File: config.mk
export PLATFORM = sky130hd
export DESIGN_NAME = background_fetch
export DESIGN_NICKNAME = d
export VERILOG_FILES = /design/src/rtl/background_fetch.sv
export SDC_FILE = /design/constraint.sdc
export NUM_CORES = 1
export LEC_CHECK = 0
export CORE_ASPECT_RATIO = 0.6
export CORE_MARGIN = 2
export CORE_UTILIZATION = 57
export DETAILED_ROUTE_END_ITERATION = 7
export GPL_TIMING_DRIVEN = 1
export HOLD_SLACK_MARGIN = 0.1
export PLACE_DENSITY = 0.83
export SYNTH_ARGS = -nofsm -noshare
export SYNTH_HDL_FRONTEND = slang
export SYNTH_SLANG_ARGS = --single-unit
File: constraint.sdc
create_clock -name pixel_clk -period 15.1 [get_ports pixel_clk]
set_clock_uncertainty 0.1 [all_clocks]
set_input_delay 3.02 -clock pixel_clk [delete_from_list [all_inputs] [get_ports pixel_clk]]
set_output_delay 3.02 -clock pixel_clk [all_outputs]
set_load 0.005 [all_outputs]
File: src/rtl/background_fetch.sv
// Background fetch: maps drawX/drawY plus a per-frame horizontal scroll onto a background ROM address and aligns the
// returned palette index with delayed sync/valid. Optional transparent-key flag is built when BG_KEY_EN is defined.
module background_fetch #(
  parameter int IMG_W       = 320,
  parameter int IMG_H       = 240,
  parameter int SCALE_SHIFT = 1,
  parameter int ADDR_W      = 17,
  parameter int ROM_LAT     = 1
`ifdef BG_KEY_EN
  , parameter int KEY_IDX   = 0
`endif
) (
  input  logic              pixel_clk,
  input  logic              reset,
  input  logic [9:0]        drawX,
  input  logic [9:0]        drawY,
  input  logic              active_nblank,
  input  logic              hsync_in,
  input  logic              vsync_in,
  input  logic              scroll_en,
  input  logic [3:0]        scroll_step,
  output logic [ADDR_W-1:0] rom_addr,
  input  logic [3:0]        rom_q,
  output logic [3:0]        index,
  output logic              pix_valid,
  output logic              hsync_out,
  output logic              vsync_out,
  output logic              key_hit
);

  localparam int CW = 11;
  localparam logic [CW-1:0] IMG_W_C = CW'(IMG_W);
  localparam logic [CW-1:0] IMG_H_C = CW'(IMG_H);

  logic              vsync_prev_q;
  logic [CW-1:0]     x_off_q, x_off_d, x_sum;
  logic              frame_start;
  logic [CW-1:0]     sx_raw, sx, sy;
  logic              in_img;
  logic [ADDR_W-1:0] rom_addr_q, rom_addr_d;
  logic [ROM_LAT:0]  valid_q, hs_q, vs_q;
  logic              unused_bits;

  assign unused_bits = ^{drawX, drawY};

  // Scroll offset only moves on the falling edge of vsync so a frame is never torn.
  always_comb begin
    frame_start = vsync_prev_q & ~vsync_in;
    x_sum       = x_off_q + CW'(scroll_step);
    x_off_d     = x_off_q;
    if (frame_start && scroll_en) begin
      x_off_d = (x_sum >= IMG_W_C) ? (x_sum - IMG_W_C) : x_sum;
    end
  end

  // Stage 0 uses the pre-update x_off, so a forced frame_start on a visible pixel sees the old offset.
  always_comb begin
    sx_raw     = CW'(drawX >> SCALE_SHIFT) + x_off_q;
    sx         = (sx_raw >= IMG_W_C) ? (sx_raw - IMG_W_C) : sx_raw;
    sy         = CW'(drawY >> SCALE_SHIFT);
    in_img     = active_nblank && (sy < IMG_H_C);
    rom_addr_d = rom_addr_q;
    if (in_img) begin
      rom_addr_d = ADDR_W'(sy) * ADDR_W'(IMG_W) + ADDR_W'(sx);
    end
  end

  always_ff @(posedge pixel_clk) begin
    if (reset) begin
      vsync_prev_q <= 1'b1;
      x_off_q      <= '0;
      rom_addr_q   <= '0;
      valid_q      <= '0;
      hs_q         <= '1;
      vs_q         <= '1;
    end else begin
      vsync_prev_q <= vsync_in;
      x_off_q      <= x_off_d;
      rom_addr_q   <= rom_addr_d;
      valid_q      <= {valid_q[ROM_LAT-1:0], in_img};
      hs_q         <= {hs_q[ROM_LAT-1:0], hsync_in};
      vs_q         <= {vs_q[ROM_LAT-1:0], vsync_in};
    end
  end

  // pix_valid qualifies index on the same cycle; there is no backpressure, every valid cycle is consumed.
  assign rom_addr  = rom_addr_q;
  assign pix_valid = valid_q[ROM_LAT];
  assign index     = pix_valid ? rom_q : 4'd0;
  assign hsync_out = hs_q[ROM_LAT];
  assign vsync_out = vs_q[ROM_LAT];

`ifdef BG_KEY_EN
  assign key_hit = pix_valid && (index == 4'(KEY_IDX));
`else
  assign key_hit = 1'b0;
`endif

endmodule

==> results of run 1 <==
## how the worst max path moves through the flow
stage | to | slack, ns | cells past startpoint
5_1_grt | rom_addr[16]$_SDFFE_PP0P_ | 5.98 | 26
6_report | rom_addr[16]$_SDFFE_PP0P_ | 6.49 | 25
4_1_cts | rom_addr[16]$_SDFFE_PP0P_ | 6.53 | 25
2_1_floorplan | rom_addr[16]$_SDFFE_PP0P_ | 7.85 | 24
3_5_place_dp | rom_addr[16]$_SDFFE_PP0P_ | 6.38 | 25
3_3_place_gp | rom_addr[16]$_SDFFE_PP0P_ | 6.49 | 25
## logic make-up after synthesis
group | share of synthesized area
AO/OA/AOI/OAI | 0.240
XOR/XNOR | 0.0693
adder cells (fa/ha/maj) | 0.168
buffers and inverters | 0.0507
flip-flops | 0.215
multiplexers | 0.0139
other | 0.00119
AND/OR/NAND/NOR | 0.242
## power groups by stage
stage / clock, mW / combinational, mW / sequential, mW
floorplan: 0 / 0.0617 / 0.0999
global route: 0.108 / 0.104 / 0.0997
global placement: 0 / 0.0880 / 0.101
CTS: 0.105 / 0.0927 / 0.0990
detailed placement: 0 / 0.0913 / 0.101
finish: 0.105 / 0.0935 / 0.0989
## cells in the final DEF, fill, tap and decap left out, drive strengths merged, types with 8 or more instances in the layout
cell type,Yosys,final
nand2,42,42
ha,36,36
o21ai,14,14
dfxtp,34,34
a21o,9,9
a211oi,10,10
xor2,11,11
xnor2,14,14
nor2,29,29
clkdlybuf4s50,0,55
nand3,11,11
inv,22,22
a21oi,33,33
nor2b,8,8
or2,9,9
## sequential cells by signal, indices dropped and copies added, names as in the netlist
| signal | flops |
|---|---|
| hs_q | 2 |
| x_off_q | 11 |
| rom_addr | 17 |
| vs_q | 2 |
| valid_q | 2 |
## stage by stage
stage / hold WS (ns) / total power [mW] / instance area, um^2 / cells
after floorplan: 0.289 / 0.162 / 3160 / 397
after global placement: 0.290 / 0.189 / 3720 / 500
after detailed placement: 0.321 / 0.192 / 3720 / 500
after CTS: 0.339 / 0.297 / 3860 / 508
after global routing: 0.361 / 0.311 / 3860 / 508
final: 0.329 / 0.298 / 3860 / 508
## area by class of cell
class | instances | share of cell area
clock inverters | 3 | 0.0178
inverters | 22 | 0.0214
repair buffers | 56 | 0.145
multi-input cells | 322 | 0.601
clock buffers | 5 | 0.0178
flip-flops and latches | 34 | 0.176
well taps | 66 | 0.0214
## layer usage
metal	vias up	share of wire	track usage
li1	1511	-	-
met1	1442	0.50	0.408
met2	135	0.41	0.404
met3	12	0.081	0.0511
met4	0	0.0088	0.0548
met5	-	0	0
## critical path: cells and delay by family
kind | cells | cell delay (ns)
AO/OA/AOI/OAI | 9 | 1.59
XOR/XNOR | 1 | 0.35
adder cells (fa/ha/maj) | 5 | 1.30
buffers and inverters | 2 | 0.53
AND/OR/NAND/NOR | 8 | 1.89
==> out/qor.yml, run 1 <==
global_routing:
  grt_overflow: 0
  antenna_found_initial: 0
  grt_pass1_wl_mm: 13.0
  grt_max_degree: 38
  grt_pass1_vias: 2650
  grt_use_total: 0.271
run_status:
  status: "completed"
sta:
  rsz0062_at_grt: "false"
  fin_ws_ns: 6.49
  fmax_ghz: 0.116
  min_period_over_period: 0.570
  finalSetupViolations: 0
  fin_setup_tns_ns: 0
  finalWorstPathRequiredPeriod_ns: 8.61
  max_slew.worst_pin.slew_ns: 0.739
  maxSlewViolCount: 0
  relSlewSlack: 0.507
  hold_viol_final: 0
logic_synthesis:
  synth_nets: 471
  syn_inst: 397
  synth_common_cells: "nand2_1 (41), ha_1 (36), dfxtp_1 (34)"
  synthFlopType: "dfxtp_1"
  synth_edf_count: 0
  synthesis.area_um2: 3160
  yosysUniqueCellTypes: 68
  ys_seq_area_frac: 0.215
  yosysTopAreaCellShare: 0.215
  yosysTopAreaCell: "dfxtp_1"
  ys_top_cells_by_area: "dfxtp_1 (22%), ha_1 (14%), a21oi_1 (4.9%)"
  async_flop_share: 0
  synth-warning-count: 0
  synthMostInstantiatedCell: "nand2_1"
  synth_seq_cells: 34
  avgSynthCellArea_um2: 7.96
power_and_ir_drop:
  clkPwrFrac: 0.353
  p_sw_uw: 91.2
  p_int_uw: 206
  sequentialPowerShare: 0.332
  switching_share: 0.306
  ir_drop_mv: 0.0433
  power_density_nw_per_um2: 77.1
  leakage_nw: 1.62
  power_frac_comb: 0.314
layout:
  fin_nets: 515
  syn_to_final_growth_pct: 22.2
  multiInputGateArea_um2: 2320
  utilization: 0.742
  diodes: 0
  ff_latch_area_um2: 681
  layout-drive-gt1-share: 0.0701
  nFillCells: 396
clock_tree:
  clkLatencyLatePin_ns: 0.30
  ctsLongestPathBuffers: 2
  numCtsBuffers: 5
  cts_hold_buffers: 0
  clock-sinks: 34
  post_cts_buffers: 0
  cts-root-buf: "clkbuf_8"
  cts-resized-gates: 0
  htree_levels: 2
  clk_pin_slew_ns: 0.07
  cts_tree: "yes"
detailed_routing:
  route.detailed.drc: 0
  drt-total-wl_mm: 8.10
  vias: 3100
  dr.pass1.iters: 5
  ant_nets: 0
  vias_per_cell: 6.10
  drt_iter0_drc: 263
  wl_per_cell_um: 15.9
place:
  gp_congestion: 0.852
  place_ws_ns: 6.38
  io_buffers: 55
  hpwl_mm: 6.19
worst_setup_path:
  rr_worst_depth: 24
  r2r-start: "x_off_q[0]$_SDFFE_PP0P_"
  ff2ff_setup_slack_ns: 9.28
  crit_top_cell: "ha_1"
  criticalPathCategory: "primary input to flip-flop"
  max_stage_delay_ns: 0.61
  cp_slowest_cell: "nor4_1"
  worstPathArrival_ns: 8.68
  crit_required_ns: 15.17
  cp-start-kind: "primary input"
  cp_max_fo: 6
  reg2reg_to: "rom_addr[16]$_SDFFE_PP0P_"
  end_kind: "flip-flop"
  crit_path_start: "drawX[1]"
floorplan:
  die_w_um: 100
  io_pins: 59
  dieHeight_um: 61.7
  std_cell_rows: 20
  core_um2: 5200
  dieArea_um2: 6180
  initial_core_util: 0.607
job:
  cap_violations: 0
hold_path:
  min_from: "hs_q[0]$_SDFF_PP1_"
  hold_class: "flip-flop to flip-flop"
  hold_depth: 1
  holdPathEnd: "hs_q[1]$_SDFF_PP1_"
No activity file was read; power rests on OpenSTA's default activity.
==> run 2: changes to the inputs <==
--- a/config.mk
+++ b/config.mk
@@ -7,11 +7,11 @@
 export LEC_CHECK = 0
 export CORE_ASPECT_RATIO = 0.6
 export CORE_MARGIN = 2
-export CORE_UTILIZATION = 57
+export CORE_UTILIZATION = 53
 export DETAILED_ROUTE_END_ITERATION = 7
 export GPL_TIMING_DRIVEN = 1
 export HOLD_SLACK_MARGIN = 0.1
-export PLACE_DENSITY = 0.83
+export PLACE_DENSITY = 0.78
 export SYNTH_ARGS = -nofsm -noshare
 export SYNTH_HDL_FRONTEND = slang
 export SYNTH_SLANG_ARGS = --single-unit
==> constraint.sdc (replaced) <==
create_clock -name pixel_clk -period 8.3 [get_ports pixel_clk]
set_clock_uncertainty 0.1 [all_clocks]
set_input_delay 1.66 -clock pixel_clk [delete_from_list [all_inputs] [get_ports pixel_clk]]
set_output_delay 1.66 -clock pixel_clk [all_outputs]
set_load 0.005 [all_outputs]
==> run 2 against run 1 <==
Against the previous run: via count fell by 2.3%; sequential share of layout area up 0.080 points; flip-flop and latch count is the same; combinational power increased by 80%; utilization shrank 6.5 points; critical endpoint unchanged.
==> out/qor.yml, run 2 (synthesis gave the netlist of run 1 again) <==
layout:
  largest_reg_flops: 17  # unchanged
  ff_latch_area_um2: 681  # unchanged
  multiInputGateArea_um2: 2320  # unchanged
  layout_commonest_cell: "clkdlybuf4s50_1"
  nFillCells: 517  # +31%
  fin_nets: 516  # +0.19%
  layout-drive-gt1-share: 0.0722  # +0.00210
  final_cell_mix: "clkdlybuf4s50_1 (55), nand2_1 (41), ha_1 (36)"
  diodes: 0  # unchanged
  syn_to_final_growth_pct: 21.6
power_and_ir_drop:
  clkPwrFrac: 0.276  # -0.077
  power_density_nw_per_um2: 125  # +62%
  switching_share: 0.332  # +0.0251
  leakage_nw: 1.61  # -0.97%
  power_frac_comb: 0.350  # +0.036
  p_int_uw: 322  # +56%
  sequentialPowerShare: 0.374  # +0.042
  ir_drop_mv: 0.0600  # +39%
  p_total_uw: 481  # +62%
  p_sw_uw: 160  # +75%
worst_setup_path:
  cp_num_buf_inv: 3  # +1
  end_kind: "flip-flop"
  max_stage_delay_ns: 0.60  # about the same
  crit_family: "simple AND/OR/NAND/NOR gates"
  criticalPathCategory: "primary input to flip-flop"
  worstPathArrival_ns: 7.03  # -1.65 ns
  cp_max_fo: 6  # unchanged
  crit_top_cell: "ha_1"
  crit_required_ns: 8.36  # -6.81 ns
  cp-start-kind: "primary input"
  cp_slowest_cell: "nor4_1"
detailed_routing:
  vias: 3030  # -2.3%
  ant_nets: 0  # unchanged
  drt-total-wl_mm: 7.91  # -2.3%
  wl_per_cell_um: 15.1  # -5.1%
  route.detailed.drc: 0  # unchanged
  drt_iter0_drc: 186  # -29%
  vias_per_cell: 5.79  # -5.1%
  dr.pass1.iters: 4  # -1
sta:
  max_slew.worst_pin.slew_ns: 0.752  # +0.0131 ns
  finalSetupViolations: 0  # unchanged
  maxSlewViolCount: 0  # unchanged
  relSlewSlack: 0.498  # -0.00873
  min_period_over_period: 0.840
  finalWorstPathRequiredPeriod_ns: 6.97
  fin_setup_tns_ns: 0  # unchanged
  rsz0062_at_grt: "false"
  fmax_ghz: 0.143
  hold_viol_final: 0  # unchanged
floorplan:
  initial_core_util: 0.557  # -0.0503
  core_um2: 5680  # +9.0%
  dieArea_um2: 6620  # +7.1%
  dieHeight_um: 63.8  # +3.5%
  die_w_um: 104  # +3.6%
  std_cell_rows: 21  # +5.0%
  io_pins: 59  # unchanged
place:
  hpwl_mm: 6.14  # -0.68%
  gp_congestion: 0.893  # +4.9%
  io_buffers: 55  # unchanged
run_status:
  status: "completed"
job:
  cap_violations: 0  # unchanged
clock_tree:
  ctsLongestPathBuffers: 2  # unchanged
  cts_tree: "yes"
  clk_pin_slew_ns: 0.07  # about the same
  clkLatencyLatePin_ns: 0.29  # about the same
  clock-sinks: 34  # unchanged
  cts_hold_buffers: 0  # unchanged
  htree_levels: 2  # unchanged
  numCtsBuffers: 5  # unchanged
  cts-root-buf: "clkbuf_8"
  post_cts_buffers: 0  # unchanged
  cts-resized-gates: 0  # unchanged
global_routing:
  grt_max_degree: 38  # unchanged
  grt_overflow: 0  # unchanged
  antenna_found_initial: 0  # unchanged
  grt_use_total: 0.243  # -0.0279
  grt_pass1_wl_mm: 13.1  # +1.1%
  grt_pass1_vias: 2699  # +1.8%
hold_path:
  hold_class: "flip-flop to flip-flop"
==> run 2: changes by cell type in the layout (fill, tap and decap cells not counted), sizes merged <==
| cell | delta |
|---|---|
| bufinv | -2 |
| buf | +1 |
| clkbuf | +1 |
| clkinvlp | +1 |
==> run 2: path summary, 6_finish.rpt <==
kind	start	to	slack (ns)	cells past startpoint
hold / removal	hs_q[0]$_SDFF_PP1_	hs_q[1]$_SDFF_PP1_	0.33	1
setup reg to reg	x_off_q[0]$_SDFFE_PP0P_	rom_addr[16]$_SDFFE_PP0P_	2.79	25
setup / recovery	drawX[1]	rom_addr[16]$_SDFFE_PP0P_	1.33	26
hold reg to reg	hs_q[0]$_SDFF_PP1_	hs_q[1]$_SDFF_PP1_	0.33	1
==> run 2: worst register-to-register path: stages (launching register included) <==
cell and delay, ns:
dfxtp_1 0.37, ha_1 0.18, inv_1 0.05, fa_1 0.40, nor2b_1 0.14, o21ai_1 0.09, a21boi_1 0.16, buf_4 0.17
o21a_1 0.15, nor2_1 0.06, xnor2_1 0.31, ha_1 0.27, nand4b_1 0.15, nor4_1 0.61, nand2b_1 0.18, a21boi_0 0.07
o21ai_0 0.24, ha_1 0.23, fa_1 0.22, a21o_1 0.12, a21oi_1 0.10, nor2b_1 0.14, o21a_1 0.17, nand3_1 0.15
nor4b_1 0.41, o211ai_1 0.15
==> run 2: area by class of cell <==
type                       count  share of cell area
clock buffer                   6              0.0215
clock inverter                 2             0.00326
inverter                      22              0.0215
multi-input combinational    322               0.604
sequential                    34               0.177
tap                           80              0.0260
timing repair buffer          57               0.147
==> run 2: layer usage <==
layer	wire, um	GRT usage	part of all wire
met3	515	0.0469	0.065
met4	42	0.0456	0.0053
met1	4110	0.369	0.52
met5	0	0	0
met2	3240	0.358	0.41
==> run 2: stage by stage <==
step	instances	worst slack, ns	hold WS (ns)	util	cell area, um^2
2_1_floorplan	397	2.41	0.289	-	3160
3_5_place_dp	515	1.17	0.312	0.660	3750
6_report	523	1.33	0.327	0.677	3840
4_1_cts	523	1.42	0.331	0.677	3840
3_3_place_gp	515	1.26	0.294	0.660	3750
5_1_grt	523	0.814	0.347	0.677	3840
==> run 2: power groups by stage <==
stage | Clock (mW) | Combinational (mW) | Sequential (mW)
floorplan | 0 | 0.112 | 0.182
global placement | 0 | 0.162 | 0.183
detailed placement | 0 | 0.166 | 0.184
CTS | 0.137 | 0.167 | 0.180
global route | 0.145 | 0.187 | 0.181
finish | 0.133 | 0.168 | 0.180
==> patch 1, RTL diff (flow settings as in run 1) <==
Set the parameter `ADDR_W` to 34 (it was 17).
--- a/src/rtl/background_fetch.sv
+++ b/src/rtl/background_fetch.sv
@@ -4,7 +4,7 @@
   parameter int IMG_W       = 320,
   parameter int IMG_H       = 240,
   parameter int SCALE_SHIFT = 1,
-  parameter int ADDR_W      = 17,
+  parameter int ADDR_W      = 34,
   parameter int ROM_LAT     = 1
 `ifdef BG_KEY_EN
   , parameter int KEY_IDX   = 0
Interface: changed (resized rom_addr); port bits go from 59 to 76. The function was not compared with the original's and may differ.
==> patch 1 against run 1 <==
Routed wire length decreased by 0.11%; power decreased by 1.7%; critical endpoint unchanged; utilization decreased by 3.4 points; area after synthesis increased by 6.1%; sequential cell count increased by 2; critical path depth unchanged; final area increased by 3.0%; critical path type unchanged; combinational power increased by 8%; worst setup slack improved by 0.33 ns.
==> patch 1: results (changes against run 1) <==
Logic synthesis
  • Post-synth ARST share: 0 (unchanged)
  • Netlist cell types: 65 (-4.4%)
  • Top cells by area, synth: dfxtp_1, ha_1, nand2_1
  • Adder-Cell Fraction of Synth Area: 0.1582 (-0.009645)
  • Mapped Cells: 419 (+5.5%)
  • Top_reg_cell synth: dfxtp_1
  • Xor/xnor cell area share of the yosys netlist: 0.07052 (+0.001243)
  • Post-synthesis mux area share: 0.006343 (-0.007513)
  • Seq/Total Area, Yosys: 0.2149 (-0.0004349)
  • Commonest cells post-synth: nand2_1, dfxtp_1, ha_1, nor2_1, a21oi_1
  • Compound-cell area share of the yosys netlist: 0.2343 (-0.005181)
  • Synth warn: 0 (unchanged)

Placement
  • Cell count after placement: 542 (+8.4%)
  • Detail Placement HPWL: 6312 µm (+2.0%)
  • GPL Wtd Cong: 0.8897 (+4.5%)
  • Port Buf Inserts: 57 (+3.6%)

Pwr
  • Sw Share: 0.3274 (+0.02097)
  • Leakage: 0.001636 µW (+0.82%)
  • Max VDD drop: 0.03540 mV (-18%)

Routing
  • Drt first pass iters: 5 (unchanged)
  • Routed vias: 3195 (+3.1%)
  • First DRT Iteration DRCs: 230 (-13%)
  • Final wirelength: 8088 µm (-0.11%)
  • DR vias/cell: 5.809 (-4.8%)

Timing
  • Slew of the pin with the lowest slew margin: 0.7914 ns (+0.05227 ns)

Worst setup path
  • CP arrival: 8.42 ns (-0.26 ns)
  • CP top delay family: compound AO/OA/AOI/OAI gates
  • Crit Path Max Fanout: 5 (-1)
  • CP max stage delay: 0.46 ns (-0.15 ns)
  • CP max stage cell: clkdlybuf4s50_1

CTS
  • Clk Tree Root Cell: clkbuf_8
  • H-tree Lvls: 2 (unchanged)
  • Inserted Clock Buffers: 5 (unchanged)
  • Clock Path Buffers: 2 (unchanged)
  • Clk Latency, worst-skew pair: 0.30 ns (about the same)

Global routing
  • Vias in the first global route: 2804 (+5.8%)
  • First-pass GRT wire length: 13300 µm (+2.7%)
  • Gr usage total: 0.2592 (-0.01152)
  • Largest net degree at the start of global routing: 39 (+2.6%)
  • Initial antenna violation count: 0 (unchanged)
  • Global route overflow: 0 (unchanged)

Cells and area
  • Layout cell share with drive strength beyond 1: 0.05532 (-0.01482)
  • Largest register FFs: 19 (+2)

Run status
  • Status: complete, no violations
[patch 1: layout make-up]
class	count	area, µm²
clock buffer	6	72.57
clock inverter	2	35.03
fill	468	1644
inverter	20	75.07
multi-input combinational	348	2397
sequential	36	720.7
tap	80	100.1
timing repair buffer	58	578.1
[patch 1: stage by stage]
step	total power [µW]	utilization	area [µm²]	worst slack (ns)	hold slack (ns)
after CTS	292.3	0.7076	3979	6.901	0.3181
after detailed placement	205.6	0.6885	3871	6.626	0.3004
after global routing	311.1	0.7076	3979	6.330	0.3456
after floorplan	177.2	-	3410	7.870	0.2895
after global placement	202.4	0.6885	3871	6.742	0.2940
final	292.5	0.7076	3979	6.818	0.3134
[patch 1: metal layers]
metal  track usage  vias up  part of all wire
met5             0        -                 0
met4       0.06414        0             0.011
met3       0.05771       10             0.082
met2        0.3588      119              0.40
met1        0.4007     1494              0.51
li1              -     1572                 -
[patch 1: worst paths after layout]
check | startpoint | end | slack [ns] | depth (start not counted)
setup / recovery | drawX[2] | rom_addr[16]$_SDFFE_PP0P_ | 6.82 | 25
hold / removal | hs_q[0]$_SDFF_PP1_ | hs_q[1]$_SDFF_PP1_ | 0.31 | 1
setup reg to reg | x_off_q[1]$_SDFFE_PP0P_ | rom_addr[16]$_SDFFE_PP0P_ | 9.59 | 24
hold reg to reg | hs_q[0]$_SDFF_PP1_ | hs_q[1]$_SDFF_PP1_ | 0.31 | 1
[patch 1: power groups by stage]
stage	Combinational [µW]	Sequential [µW]	Clock [µW]
3_5_place_dp	99.2	106	0
6_report	101	104	87.6
3_3_place_gp	96.1	106	0
4_1_cts	99.8	104	88.3
5_1_grt	113	105	93.0
2_1_floorplan	71.6	106	0
==> patch 2, RTL diff (flow settings as in run 1) <==
Made on the original files. Take the reset off `rom_addr_q` and load it in a clocked block of its own.
--- a/src/rtl/background_fetch.sv
+++ b/src/rtl/background_fetch.sv
@@ -69,18 +69,20 @@
     if (reset) begin
       vsync_prev_q <= 1'b1;
       x_off_q      <= '0;
-      rom_addr_q   <= '0;
       valid_q      <= '0;
       hs_q         <= '1;
       vs_q         <= '1;
     end else begin
       vsync_prev_q <= vsync_in;
       x_off_q      <= x_off_d;
-      rom_addr_q   <= rom_addr_d;
       valid_q      <= {valid_q[ROM_LAT-1:0], in_img};
       hs_q         <= {hs_q[ROM_LAT-1:0], hsync_in};
       vs_q         <= {vs_q[ROM_LAT-1:0], vsync_in};
     end
+  end
+
+  always_ff @(posedge pixel_clk) begin
+    rom_addr_q <= rom_addr_d;
   end
 
   // pix_valid qualifies index on the same cycle; there is no backpressure, every valid cycle is consumed.
Function: changed (a bounded check fails within 4 cycles, from zero or initial values and one cycle with reset high).
==> patch 2 against run 1 <==
Power grew 0.72%; routed wire length is 11% lower; die area decreased by 3.0%; sequential cell count stayed put; synthesized cell count down 12%; final area fell by 2.8%; area after synthesis shrank 3.1%; count of clock-buffer cells in the layout unchanged; critical path depth stayed put; via count fell by 11%; final cell count is 8.7% lower; hold slack worse by 0.017 ns; register-to-register slack improved by 0.29 ns; worst setup slack better by 0.26 ns; critical path type unchanged.
==> patch 2: results (changes against run 1) <==
Routing
  • First DRT Iteration DRCs: 187 (-29%)
  • Routed vias: 2754 (-11%)
  • Drt first pass iters: 6 (+1)
  • DR WL/cell: 15.55 µm (-2.4%)
  • DR vias/cell: 5.935 (-2.7%)

Logic synthesis
  • Post-synth net total: 422 (-10%)
  • Count leader, synth: ha_1
  • Seq/Total Area, Yosys: 0.2779 (+0.06253)
  • Commonest cells post-synth: ha_1, nand2_1, inv_1, nor2_1, a21oi_1
  • Mapped Cells: 348 (-12%)
  • Number of enable flip-flop cells after synthesis: 17 (+17)

Cells and area
  • Number of fill cells in the layout: 379 (-4.3%)
  • Layout cell share with drive strength beyond 1: 0.07286 (+0.002729)
  • Final #Nets: 471 (-8.5%)

Timing
  • Slew of the pin with the lowest slew margin: 0.8097 ns (+0.07053 ns)

Worst setup path
  • Crit Path Max Fanout: 4 (-2)
  • CP arrival: 8.31 ns (-0.37 ns)

Placement
  • Cell count after placement: 456 (-8.8%)
  • GPL Wtd Cong: 0.8977 (+5.4%)

Run status
  • Status: complete, no violations

Global routing
  • First-pass GRT wire length: 11390 µm (-12%)
  • Gr usage total: 0.2440 (-0.02678)
  • Largest net degree at the start of global routing: 21 (-45%)

Pwr
  • Leakage: 0.001463 µW (-9.9%)
  • Max VDD drop: 0.04388 mV (+1.4%)
  • Psw: 93.54 µW (+2.6%)
-- patch 2: cell count changes after synthesis, sizes merged, moves of 4 or more --
cell	before	now
xor2	11	7
edfxtp	0	17
dfxtp	34	17
nand2	42	27
xnor2	14	19
a21oi	33	24
a21o	9	4
clkbuf	15	11
a211oi	10	3
a21boi	4	0
nand4b	5	0
-- patch 2: logic make-up (layout without fill, tap and decap cells) --
kind of cell             count (synthesis)  count (layout)  share of synthesized area
other                                    1               1                   0.001225
XOR/XNOR                                26              26                    0.07438
AND/OR/NAND/NOR                        112             112                     0.1876
AO/OA/AOI/OAI                           90              90                     0.2158
multiplexers                             5               5                    0.01716
flip-flops                              34              34                     0.2779
adder cells (fa/ha/maj)                 41              41                     0.1765
buffers and inverters                   39              89                    0.04945
-- patch 2: final timing paths --
path | depth (start not counted) | end | startpoint | slack, ns
max | 25 | rom_addr[16]$_DFFE_PP_ | drawX[1] | 6.75
min | 1 | hs_q[1]$_SDFF_PP1_ | hs_q[0]$_SDFF_PP1_ | 0.31
max reg2reg | 24 | rom_addr[16]$_DFFE_PP_ | x_off_q[0]$_SDFFE_PP0P_ | 9.57
min reg2reg | 1 | hs_q[1]$_SDFF_PP1_ | hs_q[0]$_SDFF_PP1_ | 0.31
-- patch 2: metrics by stage --
| step | instance area [µm²] | worst slack (ns) | total power, µW | utilization | hold slack [ns] |
|---|---|---|---|---|---|
| after CTS | 3755 | 6.800 | 300.1 | 0.7320 | 0.3141 |
| after detailed placement | 3641 | 6.509 | 211.9 | 0.7098 | 0.2958 |
| after global routing | 3755 | 6.312 | 316.7 | 0.7320 | 0.3402 |
| after global placement | 3641 | 6.623 | 207.6 | 0.7098 | 0.2926 |
| final | 3755 | 6.754 | 299.7 | 0.7320 | 0.3116 |
| after floorplan | 3062 | 7.660 | 177.2 | - | 0.2895 |
-- patch 2: final cells by class --
| type | count | area [µm²] | share of cell area |
|---|---|---|---|
| Clock buffer | 5 | 68.82 | 0.01833 |
| Clock inverter | 3 | 45.04 | 0.01200 |
| Inverter | 26 | 97.59 | 0.02599 |
| Multi-Input combinational cell | 275 | 2059 | 0.5485 |
| Sequential cell | 34 | 850.8 | 0.2266 |
| Tap cell | 66 | 82.58 | 0.02199 |
| Timing Repair Buffer | 55 | 550.5 | 0.1466 |
-- patch 2: power by group through the flow --
stage,sequential [µW],combinational [µW],clock [µW]
5_1_grt,112,111,93.9
6_report,111,99.9,88.6
3_3_place_gp,113,94.4,0
2_1_floorplan,113,64.6,0
4_1_cts,111,99.2,89.6
3_5_place_dp,113,98.4,0
-- patch 2: metal layers --
metal	GRT usage	routed length, µm	up-vias
li1	-	-	1378
met1	0.3612	3639	1280
met2	0.3741	3023	89
met3	0.04839	500	7
met4	0.05284	52	0
met5	0	0	-
